<file path="src/rtl/encoder_pkg.sv">
// Shared widths and helpers for the 8-to-3 encoder.
package encoder_pkg;

  localparam int IN_W  = 8;
  localparam int IDX_W = 3;

  // Clearing the lowest set bit leaves something behind only if two or more were set.
  function automatic logic popcount_gt1(input logic [IN_W-1:0] v);
    return (v & (v - IN_W'(1))) != '0;
  endfunction

endpackage

</file>
<file path="src/rtl/encoder_8x3_core.sv">
// Combinational priority encoder: index of the winning set bit plus any/multi flags.
module encoder_8x3_core
  import encoder_pkg::*;
#(
  parameter bit HIGH_PRIORITY = 1'b1
) (
  input  logic [IN_W-1:0]  in,
  output logic [IDX_W-1:0] idx,
  output logic             any,
  output logic             multi
);

  // The last match in scan order wins, so the scan direction sets the priority.
  always_comb begin
    idx = '0;
    if (HIGH_PRIORITY) begin
      for (int k = 0; k < IN_W; k++) begin
        if (in[k]) idx = IDX_W'(k);
      end
    end else begin
      for (int k = IN_W - 1; k >= 0; k--) begin
        if (in[k]) idx = IDX_W'(k);
      end
    end
  end

  assign any   = |in;
  assign multi = popcount_gt1(in);

endmodule

</file>
<file path="src/rtl/encoder_8x3.sv">
// Registered 8-to-3 encoder with enable gating and valid/multi-hot status.
module encoder_8x3
  import encoder_pkg::*;
#(
  parameter bit HIGH_PRIORITY = 1'b1
) (
  input  logic             clk,
  input  logic             rst_n,
  input  logic [IN_W-1:0]  in,
  input  logic             en,
  output logic [IDX_W-1:0] o,
  output logic             valid,
  output logic             multi_hot
);

  logic [IN_W-1:0]  in_gated;
  logic [IDX_W-1:0] idx;
  logic             any;
  logic             multi;

  // Gate before the encoder so an undriven request bus cannot leak through while disabled.
  assign in_gated = en ? in : '0;

  encoder_8x3_core #(
    .HIGH_PRIORITY(HIGH_PRIORITY)
  ) u_core (
    .in   (in_gated),
    .idx  (idx),
    .any  (any),
    .multi(multi)
  );

  always_ff @(posedge clk or negedge rst_n) begin
    if (!rst_n) begin
      o         <= '0;
      valid     <= 1'b0;
      multi_hot <= 1'b0;
    end else begin
      o         <= idx;
      valid     <= any;
      multi_hot <= multi;
    end
  end

endmodule

</file>
<file path="config.mk">
export PLATFORM = sky130hd
export DESIGN_NAME = encoder_8x3
export DESIGN_NICKNAME = d
export VERILOG_FILES = /design/src/rtl/encoder_pkg.sv /design/src/rtl/encoder_8x3_core.sv /design/src/rtl/encoder_8x3.sv
export SDC_FILE = /design/constraint.sdc
export NUM_CORES = 1
export LEC_CHECK = 0
export CELL_PAD_IN_SITES_DETAIL_PLACEMENT = 1
export CELL_PAD_IN_SITES_GLOBAL_PLACEMENT = 2
export CORE_MARGIN = 1
export CORE_UTILIZATION = 17
export DETAILED_ROUTE_END_ITERATION = 10
export PLACE_DENSITY_LB_ADDON = 0.1
export SYNTH_ARGS = -nofsm -noshare
export SYNTH_HDL_FRONTEND = slang
export SYNTH_HIERARCHICAL = 1
export SYNTH_SLANG_ARGS = --single-unit
</file>
<file path="constraint.sdc">
create_clock -name clk -period 0.8 [get_ports clk]
set_input_delay 0.08 -clock clk [delete_from_list [all_inputs] [get_ports clk]]
set_output_delay 0.08 -clock clk [all_outputs]
set_load 0.01 [all_outputs]
</file>
==> metrics.csv, run 1 <==
stage,metric,value,unit
drt,routed length on met1,292,um
yosys,Area contributors post-synth,"dfrtp_1, and2_1, nor2_1",
die,I/O pin cnt,16,
run,max cap viols,0,
yosys,Cell variety after synth,17,
timing,final worst slack,-195,ps
yosys,Post-Syn Nets,45,
yosys,cell count after synthesis,34,
yosys,synthesized area per cell,8.91,sq um
yosys,Synth Cell Area,303,sq um
cells_and_area,Final Net Count,74,
cells_and_area,Seq. cell area,125,sq um
setup_path,Crit path max-delay family,simple AND/OR/NAND/NOR gates,
global_routing,antenna violations before repair,0,
pwr,P_sw,0.233,mW
die,starting density of the core,0.192,
cts,clock transition at the registers of the reported paths,40,ps
yosys,YS warnings,6,
status,failing checks,setup timing,
pwr,combinational power share,0.351,
timing,Max Fclk,1010,MHz
setup_path,crit path cell chain,"buf_6, and2_4, nor4_4, nand2b_1, a211oi_2, o32ai_2",
setup_path,"slowest stage cell, crit path",nor4_4,
global_routing,first-pass GRT wire length,1440,um
timing,Tcrit/Tclk final,1.24,
cts,CTS tree,yes,
setup_path,Worst EP arrival,1100,ps
pwr,Internal,0.642,mW
die,site row count,14,
drt,wire length on met3,69,um
timing,min Tclk post-route,995,ps
yosys,Yosys top cell by area,dfrtp_1,
status,status,"complete, but fails checks",
timing,Fin. Hold Viols,0,
hold_path,Hold/Removal Path Class,primary input to async pin,
drt,metal2 WL,511,um
global_routing,vias in the first global route,370,
placement,gpl congestion,0.679,
setup_path,"Buf+Inv Stages, Crit Path",1,
cells_and_area,area of the multi-input gates,267,sq um
setup_path,CP max FO,3,
setup_path,Setup CP Type,primary input to flop,
pwr,Sw Share,0.266,
placement,dpl ws,-839,ps
pwr,Clock power frac,0.324,
drt,DRT iter0 DRCs,2,
die,Core Region,1580,sq um
cells_and_area,share of post-route cells with drive strength above 1,0.677,
timing,worst slew pin tran,306,ps
cells_and_area,Area Growth Syn to Fin,114,%
drt,vias per inst,4.62,
drt,drt first pass iters,6,
timing,final setup vio count,2,
setup_path,Setup crit end kind,flop,
die,die area,1950,sq um
cells_and_area,fill count,189,
pwr,sequential power share,0.325,
timing,RSZ-0062 raised after global routing,yes,
drt,Routed WL,878,um
timing,Worst slew margin,0.794,
cts,H-tree depth,1,
pwr,static leakage,0.297,nW
yosys,post-synth top area share,0.413,
cells_and_area,Ant. Diodes,0,
yosys,sequential share of the synthesized area,0.413,
drt,Max Used Layer,met4,
cts,clock sink count,5,
placement,IO Port Bufs,15,
drt,vias,360,
pwr,VDD IR max,0.353,mV
die,die height,44.2,um
die,die width,44.2,um
drt,DRC violation count after routing,0,
pwr,PD cells,1350,nW/um^2
setup_path,startpoint types,primary input,
global_routing,GR Util All Layers,0.104,
global_routing,gr ovfl total,0,
cells_and_area,final core area utilization,0.411,
drt,post-route ant nets,0,
cts,Max clock buf depth,2,
timing,max-slew violation count,0,
cts,clock root buffer,clkbuf_4,
yosys,Yosys reg bits,5,
drt,Avg WL per Cell,11.3,um
global_routing,pin count of the biggest net entering global routing,6,
setup_path,Worst path max stage delay,320,ps
cts,CTS hold repair buffers,0,
setup_path,WP data required,900,ps
cts,cts bufs inserted,3,
[cell usage in the layout, fill, tap and decap left out, drive strengths merged, types with 2 or more instances in the layout]
cell type and n:
nor4 2, dlymetal6s2s 2, and2 8, clkbuf 6
nor2 4, nor3 2, nand2b 2, dfrtp 5
nand2 2, buf 17, clkdlybuf4s50 3
[logic make-up after synthesis]
family                   share of synthesized area
buffers and inverters                       0.0124
AND/OR/NAND/NOR                              0.413
AO/OA/AOI/OAI                                0.128
flip-flops                                   0.413
adder cells (fa/ha/maj)                     0.0331
[flip-flops by register name (all words and copies together), names as in the netlist]
register	flops
multi_hot	1
o	3
valid	1
[how the worst max path moves through the flow]
stage	from	end	depth (start not counted)	slack, ps
6_report	in[2]	multi_hot	6	-190
5_1_grt	in[2]	multi_hot	6	-260
4_1_cts	en	multi_hot	6	-220
3_5_place_dp	en	multi_hot	6	-840
3_3_place_gp	en	multi_hot	6	-770
2_1_floorplan	in[0]	multi_hot	5	-220
[power groups by stage]
stage	logic [mW]	clock network (mW)	registers [mW]
3_5_place_dp	0.264	0	0.289
3_3_place_gp	0.258	0	0.289
5_1_grt	0.334	0.305	0.285
4_1_cts	0.284	0.295	0.284
6_report	0.307	0.284	0.284
2_1_floorplan	0.0939	0	0.303
[area by class of cell]
class | instances | share of cell area
Multi-Input combinational cell | 28 | 0.411
Sequential cell | 5 | 0.193
Clock buffer | 4 | 0.0405
Timing Repair Buffer | 24 | 0.319
Inverter | 1 | 0.00579
Tap cell | 16 | 0.0309
[layer usage]
layer / vias to the layer above / track usage
met1: 169 / 0.0896
met2: 15 / 0.203
met4: 0 / 0.0909
met3: 2 / 0.0163
li1: 174 / -
met5: - / 0
[metrics by stage]
stage	std cells	instance area [sq um]	TNS, ps	hold slack [ps]	power (mW)
6_report	78	648	-204	59.5	0.875
5_1_grt	78	648	-406	74.4	0.925
4_1_cts	77	607	-519	54.4	0.863
3_5_place_dp	73	547	-3870	309	0.553
3_3_place_gp	73	547	-3670	308	0.547
2_1_floorplan	34	317	-225	-216	0.397
[synthesized netlist by cell type (all sizes together)]
| cell type | count |
|---|---|
| nand2b | 2 |
| dfrtp | 5 |
| o21ai | 1 |
| and2 | 8 |
| o21bai | 1 |
| nor2 | 4 |
| maj3 | 1 |
| a21oi | 1 |
| a211oi | 1 |
| o32ai | 1 |
| nor2b | 1 |
| nand2 | 2 |
| nand3 | 1 |
| inv | 1 |
| nor4 | 2 |
| nor3 | 2 |
[what timing repair did]
item / 4_1_cts / 5_1_grt
gates resized for setup: 54 / 15
buffers inserted: 1 / 2
pin swaps: 10 / 11
endpoints found under the setup margin: 10 / 10
Power figures use the tool's default switching activity.
==> run 2, diff against run 1 <==
--- a/config.mk
+++ b/config.mk
@@ -5,12 +5,9 @@
 export SDC_FILE = /design/constraint.sdc
 export NUM_CORES = 1
 export LEC_CHECK = 0
-export CELL_PAD_IN_SITES_DETAIL_PLACEMENT = 1
-export CELL_PAD_IN_SITES_GLOBAL_PLACEMENT = 2
-export CORE_MARGIN = 1
-export CORE_UTILIZATION = 17
+export CORE_AREA = 2 2 39 41
 export DETAILED_ROUTE_END_ITERATION = 10
-export PLACE_DENSITY_LB_ADDON = 0.1
+export DIE_AREA = 0 0 41 43
 export SYNTH_ARGS = -nofsm -noshare
 export SYNTH_HDL_FRONTEND = slang
 export SYNTH_HIERARCHICAL = 1
==> metrics.csv, run 2 (synthesized netlist as in run 1, its figures left out) <==
stage,metric,value,unit
setup_path,Setup crit start,in[2],
cts,Max clock buf depth,2,
global_routing,first-pass GRT wire length,1340,um
drt,metal2 WL,497,um
drt,wire length on met3,59,um
cts,clock sink count,5,
pwr,P_sw,0.245,mW
pwr,Internal,0.659,mW
run,max cap viols,0,
drt,DRT iter0 DRCs,0,
placement,dpl ws,-782,ps
timing,final worst slack,-248,ps
setup_path,crit path cell chain,"buf_6, and2_4, nor4_4, nor2b_4, nor4_4, o32ai_2",
cells_and_area,non-filler instance count after layout,80,
drt,vias,357,
global_routing,gr ovfl total,0,
placement,IO Port Bufs,15,
die,site row count,14,
pwr,Sw Share,0.271,
cells_and_area,Ant. Diodes,0,
drt,Avg WL per Cell,10.4,um
cts,clock root buffer,clkbuf_4,
die,Core Region,1380,sq um
drt,routed length on met1,248,um
pwr,"Power, Total",0.904,mW
die,starting density of the core,0.219,
die,I/O pin cnt,16,
cells_and_area,share of post-route cells with drive strength above 1,0.641,
global_routing,antenna violations before repair,0,
drt,Max Used Layer,met4,
setup_path,critical path depth,6,
cts,clock transition at the registers of the reported paths,40,ps
drt,drt first pass iters,1,
cells_and_area,design area,668,sq um
status,failing checks,setup timing,
global_routing,GR Util All Layers,0.117,
cells_and_area,Area Growth Syn to Fin,121,%
cts,CTS tree,yes,
timing,Worst Hold Slack,52.9,ps
cells_and_area,Regs by FF count,"o: 3 flops, multi_hot: 1 flops, valid: 1 flops",
timing,Fin. Hold Viols,0,
status,status,"complete, but fails checks",
timing,RSZ-0062 raised after global routing,yes,
cells_and_area,flip-flop count of the largest register after layout,3,
pwr,sequential power share,0.319,
pwr,static leakage,0.310,nW
timing,final setup vio count,7,
die,die height,43,um
setup_path,Setup crit end kind,flop,
timing,Max Fclk,955,MHz
timing,Tcrit/Tclk final,1.31,
setup_path,"Buf+Inv Stages, Crit Path",1,
cells_and_area,most frequent cells in the layout,"buf_4, and2_4, buf_6",
pwr,Clock power frac,0.326,
cells_and_area,final core area utilization,0.483,
cells_and_area,"most common cell after layout, fill and taps aside",buf_4,
timing,min Tclk post-route,1050,ps
placement,Placed Cells,73,
pwr,PD cells,1350,nW/um^2
timing,post-route setup TNS,-303,ps
timing,Worst slew margin,0.778,
setup_path,Crit path max-delay family,simple AND/OR/NAND/NOR gates,
global_routing,pin count of the biggest net entering global routing,6,
setup_path,crit path to,multi_hot,
setup_path,WP data required,920,ps
drt,DRC violation count after routing,0,
setup_path,CP max FO,3,
setup_path,Worst EP arrival,1170,ps
placement,placed cell area,547,sq um
pwr,VDD IR max,0.414,mV
die,die width,41,um
cells_and_area,Largest Register,o,
setup_path,startpoint types,primary input,
drt,Routed WL,828,um
global_routing,vias in the first global route,351,
setup_path,"slowest stage cell, crit path",nor4_4,
setup_path,Setup CP Type,primary input to flop,
setup_path,"most used cell, CP",nor4_4,
die,die area,1760,sq um
placement,gpl congestion,0.761,
setup_path,Worst path max stage delay,370,ps
drt,vias per inst,4.46,
drt,post-route ant nets,0,
timing,max-slew violation count,0,
timing,worst slew pin tran,330,ps
cts,H-tree depth,1,
cells_and_area,Final Net Count,76,
hold_path,Hold/Removal Path Class,primary input to async pin,
cts,cts bufs inserted,3,
pwr,combinational power share,0.355,
==> run 2: what timing repair did <==
item / CTS / global route
hold buffers: 0 / 0
endpoints found under the setup margin: 10 / 10
pin swaps: 6 / 10
resized for setup: 38 / 30
buffers inserted: 2 / 2
cloned: 0 / 0
==> run 2: metal layers <==
layer  global-route usage  vias to the layer above
met5                    0                        -
met4                0.100                        0
met3               0.0366                        3
met2                0.181                       19
met1                0.118                      156
li1                     -                      179
==> run 2: cell type report <==
type | instances | area (sq um)
fillers | 144 | 716
inverters | 1 | 3.75
flip-flops and latches | 5 | 125
well taps | 16 | 20.0
clock buffers | 4 | 26.3
multi-input cells | 28 | 259
repair buffers | 26 | 234
==> run 2: power groups by stage <==
stage | sequential, mW | combinational [mW] | clock [mW]
2_1_floorplan | 0.303 | 0.0939 | 0
3_3_place_gp | 0.288 | 0.256 | 0
3_5_place_dp | 0.290 | 0.259 | 0
4_1_cts | 0.285 | 0.247 | 0.298
5_1_grt | 0.292 | 0.351 | 0.331
6_report | 0.288 | 0.321 | 0.295
==> run 2: how the worst min path moves through the flow <==
stage | from | to
3_3_place_gp | rst_n | o[2]
3_5_place_dp | rst_n | valid
2_1_floorplan | rst_n | multi_hot
4_1_cts | rst_n | multi_hot
5_1_grt | rst_n | o[0]
6_report | rst_n | o[0]
